`src/rtl/trap_ctrl.sv`:
```
// Machine-mode trap sequencer: walks mepc/mcause/mstatus writes for ecall (and
// optionally external interrupts), mstatus restore for mret, then redirects fetch.
// Optional feature macro: TRAP_CTRL_IRQ_EN adds the irq_in port and interrupt entry.
module trap_ctrl #(
  parameter logic [31:0] ECALL_CAUSE = 32'd11,
  parameter logic [31:0] IRQ_CAUSE   = 32'h8000000B
) (
  input  logic        clk,
  input  logic        rst,
  input  logic        trap_req,
  input  logic        mret_req,
  input  logic [31:0] cur_pc,
`ifdef TRAP_CTRL_IRQ_EN
  input  logic        irq_in,
`endif
  input  logic [31:0] csr_mstatus,
  input  logic [31:0] csr_mtvec,
  input  logic [31:0] csr_mepc,
  output logic        csr_wen,
  output logic [11:0] csr_waddr,
  output logic [31:0] csr_wdata,
  output logic        redirect_valid,
  output logic [31:0] redirect_pc,
  output logic        busy
);

  localparam logic [11:0] ADDR_MSTATUS = 12'h300;
  localparam logic [11:0] ADDR_MEPC    = 12'h341;
  localparam logic [11:0] ADDR_MCAUSE  = 12'h342;

  typedef enum logic [2:0] {
    IDLE,
    T_EPC,
    T_CAUSE,
    T_STAT,
    M_STAT,
    REDIR
  } state_t;

  state_t      state;
  logic [31:0] cause_q;
  logic        irq_take;

`ifdef TRAP_CTRL_IRQ_EN
  assign irq_take = irq_in & csr_mstatus[3];
`else
  assign irq_take = 1'b0;
`endif

  // Trap entry: MPIE <= MIE, MIE <= 0, MPP <= M.
  function automatic logic [31:0] trap_mstatus(input logic [31:0] m);
    logic [31:0] r;
    r        = m;
    r[7]     = m[3];
    r[3]     = 1'b0;
    r[12:11] = 2'b11;
    return r;
  endfunction

  // Trap return: MIE <= MPIE, MPIE <= 1, MPP stays M (machine-only core).
  function automatic logic [31:0] mret_mstatus(input logic [31:0] m);
    logic [31:0] r;
    r        = m;
    r[3]     = m[7];
    r[7]     = 1'b1;
    r[12:11] = 2'b11;
    return r;
  endfunction

  // Outputs are registered alongside the state they belong to, so each
  // transition loads the strobe/data the destination state presents.
  always_ff @(posedge clk) begin
    if (rst) begin
      state          <= IDLE;
      cause_q        <= '0;
      csr_wen        <= 1'b0;
      csr_waddr      <= '0;
      csr_wdata      <= '0;
      redirect_valid <= 1'b0;
      redirect_pc    <= '0;
      busy           <= 1'b0;
    end else begin
      csr_wen        <= 1'b0;
      csr_waddr      <= '0;
      csr_wdata      <= '0;
      redirect_valid <= 1'b0;
      redirect_pc    <= '0;
      case (state)
        IDLE: begin
          if (trap_req) begin
            state     <= T_EPC;
            cause_q   <= ECALL_CAUSE;
            busy      <= 1'b1;
            csr_wen   <= 1'b1;
            csr_waddr <= ADDR_MEPC;
            csr_wdata <= cur_pc;
          end else if (mret_req) begin
            state     <= M_STAT;
            busy      <= 1'b1;
            csr_wen   <= 1'b1;
            csr_waddr <= ADDR_MSTATUS;
            csr_wdata <= mret_mstatus(csr_mstatus);
          end else if (irq_take) begin
            state     <= T_EPC;
            cause_q   <= IRQ_CAUSE;
            busy      <= 1'b1;
            csr_wen   <= 1'b1;
            csr_waddr <= ADDR_MEPC;
            csr_wdata <= cur_pc;
          end else begin
            busy <= 1'b0;
          end
        end
        T_EPC: begin
          state     <= T_CAUSE;
          csr_wen   <= 1'b1;
          csr_waddr <= ADDR_MCAUSE;
          csr_wdata <= cause_q;
        end
        T_CAUSE: begin
          state     <= T_STAT;
          csr_wen   <= 1'b1;
          csr_waddr <= ADDR_MSTATUS;
          csr_wdata <= trap_mstatus(csr_mstatus);
        end
        T_STAT: begin
          state          <= REDIR;
          redirect_valid <= 1'b1;
          redirect_pc    <= csr_mtvec & ~32'd3;
        end
        M_STAT: begin
          state          <= REDIR;
          redirect_valid <= 1'b1;
          redirect_pc    <= csr_mepc;
        end
        REDIR: begin
          state <= IDLE;
          busy  <= 1'b0;
        end
        default: begin
          state <= IDLE;
          busy  <= 1'b0;
        end
      endcase
    end
  end

endmodule

```
`config.mk`:
```
export PLATFORM = sky130hd
export DESIGN_NAME = trap_ctrl
export DESIGN_NICKNAME = d
export VERILOG_FILES = /design/src/rtl/trap_ctrl.sv
export SDC_FILE = /design/constraint.sdc
export NUM_CORES = 1
export LEC_CHECK = 0
export ABC_AREA = 0
export BUFFER_PORTS_ARGS = -buffer_cell sky130_fd_sc_hd__buf_2
export CORE_MARGIN = 5
export CORE_UTILIZATION = 43
export DETAILED_ROUTE_END_ITERATION = 10
export GPL_ROUTABILITY_DRIVEN = 0
export PLACE_DENSITY = 0.85
export SLEW_MARGIN = 20
export SYNTH_ARGS = -nofsm -noshare
export SYNTH_HDL_FRONTEND = slang
export SYNTH_SLANG_ARGS = --single-unit
```
`constraint.sdc`:
```
create_clock -name clk -period 3 [get_ports clk]
set_clock_uncertainty 0.2 [all_clocks]
set_input_delay 0.3 -clock clk [delete_from_list [all_inputs] [get_ports clk]]
set_output_delay 0.3 -clock clk [all_outputs]
set_load 0.05 [all_outputs]
```
==> impl_metrics.ini <==
[clocking]
clock-sinks = 75
cts_max_path_buffers = 2
cts_made_buffers = 9
tritoncts = done
insertion_delay_ns = 0.32
cts_max_level = 3
root_buffer = clkbuf_8
post_cts_buffers = 0
clk_pin_slew_ns = 0.08

[worst_setup_path]
worst-setup-path-type = reg2reg
arrival_ns = 2.14
endpoint_kind = flip-flop
worst_setup_path_start_kind = flip-flop
crit_required_ns = 3.05
critPathMaxFanout = 22

[detailed_routing]
vias = 3071
drt_pass1_iterations = 4
drc = 0
drt-initial-drc-count = 107
wl_per_cell_um = 15.9
vias_per_cell = 5.17
wirelength_um = 9470
ant_nets = 0

[synthesis]
yosysTopAreaCellShare = 0.524
syn_avg_cell_area_um2 = 9.39
synthesis.area_um2 = 2870
yosys_warnings = 0
yosysTopAreaCell = dfxtp_1
netlist_top_cells_area = dfxtp_1, a22oi_1, o211ai_1
yosysSeqAreaShare = 0.524
syn_inst = 305
synth-seq-cells = 75
synth_cell_types = 31

[timing]
rsz0062_at_grt = no
whs_ns = 0.0140
slew_violations = 0
final-hold-violation-count = 0
fin_crit_sh = 0.695
setup_viol = 0
fmax_ghz = 0.479
relSlewSlack = 0.508
fin_ws_ns = 0.914
tightestPinTransition_ns = 0.738
setup_tns_ns = 0
finalCriticalPeriod_ns = 2.09

[grt]
grt_usage = 0.212
gr-total-overflow = 0
antenna_found_initial = 0
grt_pass1_vias = 3071
grt_start_max_net_pins = 43
grt_pass1_wl_um = 14400

[floorplan]
die_area_um2 = 8400
start_util = 0.446
pin_count = 211
die_h_um = 91.6
fp-row-count = 29
design.core.area_um2 = 6420
die_x_um = 91.6

[flow_run]
cap_viol_max_count = 0

[place]
port_buffers = 199
pre_cts_ws_ns = 0.925
dp_hpwl_um = 6590

[finish]
syn2layout_area_growth_pct = 47.2
nets = 644
antennaDiodeCount = 0
drive_above_1_share = 0.447

[pwr]
irDropWorstVdd_uv = 311
p_leak_nw = 2.06
powerDensity_nw_per_um2 = 713

[min_path]
hold_class = in2reg

[status]
outcome = finished clean
==> path summary, 6_finish.rpt <==
check	startpoint	end	slack, ns	cells past startpoint
max	state[1]$_SDFFE_PP0P_	redirect_pc[17]$_SDFF_PP0_	0.91	4
min reg2reg	busy$_SDFFE_PP0N_	busy$_SDFFE_PP0N_	0.28	2
max reg2reg	state[1]$_SDFFE_PP0P_	redirect_pc[17]$_SDFF_PP0_	0.91	4
min	csr_mepc[14]	redirect_pc[14]$_SDFF_PP0_	0.01	3
==> flip-flops by register name (all words and copies together) (netlist names) <==
register	flops
state	3
redirect_pc	32
csr_waddr	4
csr_wen	1
redirect_valid	1
busy	1
cause_q	1
csr_wdata	32
==> layer usage <==
metal	vias to the layer above	GRT usage	routed length, um
li1	1474	-	-
met1	1390	0.220	3280
met2	163	0.387	5070
met3	44	0.0524	679
met4	0	0.122	440
met5	-	0	0
==> timing repair <==
| item | 4_1_cts | 5_1_grt |
|---|---|---|
| gates resized for setup | 0 | 0 |
| hold buffers | 21 | 0 |
| endpoints found under the hold margin | 21 | 0 |
==> worst max-delay path: stages, from the launching register on <==
cell	delay (ns)
dfxtp_1	0.76
and3b_1	0.48
buf_4	0.32
a22oi_1	0.12
nor2_1	0.12
==> metrics by stage <==
step,total power [mW],instances,area (um2),util
5_1_grt,3.15,594,4220,0.657
3_3_place_gp,2.17,557,3790,0.591
3_5_place_dp,2.20,557,3790,0.591
6_report,3.01,594,4220,0.657
2_1_floorplan,1.97,311,2890,-
4_1_cts,3.02,594,4220,0.657
==> where the power goes <==
group | switching (mW) | internal [mW] | leakage, nW
Clock | 0.349 | 0.450 | 0.108
Sequential | 0.0667 | 1.11 | 0.612
Combinational | 0.724 | 0.305 | 1.34
Total | 1.14 | 1.87 | 2.06
==> logic make-up (layout without fill, tap and decap cells) <==
family	Yosys count	count (layout)	synth area share
AO/OA/AOI/OAI	101	101	0.233
AND/OR/NAND/NOR	88	88	0.149
XOR/XNOR	1	1	0.00306
flip-flops	75	75	0.524
other	1	7	0.00131
buffers and inverters	39	245	0.0895
==> synthesized netlist by cell type (all sizes together) <==
master and count:
a211o 1, a211oi 1, a21oi 37, a221o 1, a22oi 30, and2 1
and3 1, and3b 3, and4bb 1, buf 34, clkbuf 5, conb 1
dfxtp 75, nand2 28, nand2b 2, nand3b 1, nor2 39, nor2b 3
nor3 3, nor3b 1, nor4b 1, o211ai 28, o21ai 2, o21ba 1
or2 1, or3 2, or4 1, xnor2 1
==> area by class of cell <==
class	count	area (um2)
timing repair buffer	229	1270
fill	537	2210
tap	77	96.3
multi-input combinational	197	1130
clock buffer	12	165
sequential	75	1500
clock inverter	4	47.5
==> placed cells by master, fill, tap and decap left out, drive strengths merged <==
master and n:
clkbuf 12, dfxtp 75, a22oi 30, clkinvlp 1, xnor2 1, and3b 3, nand2 28, nor2 39
nor3b 1, and4bb 1, nor2b 3, and3 1, o21ai 2, nor4b 1, and2 1, a211oi 1
dlygate4sd3 21, o211ai 28, o21ba 1, a21oi 37, a211o 1, nor3 3, nand2b 2, or3 2
bufinv 1, buf 208, or4 1, or2 1, nand3b 1, clkinv 2, a221o 1, conb 7
(Power assumes the default switching activity.)
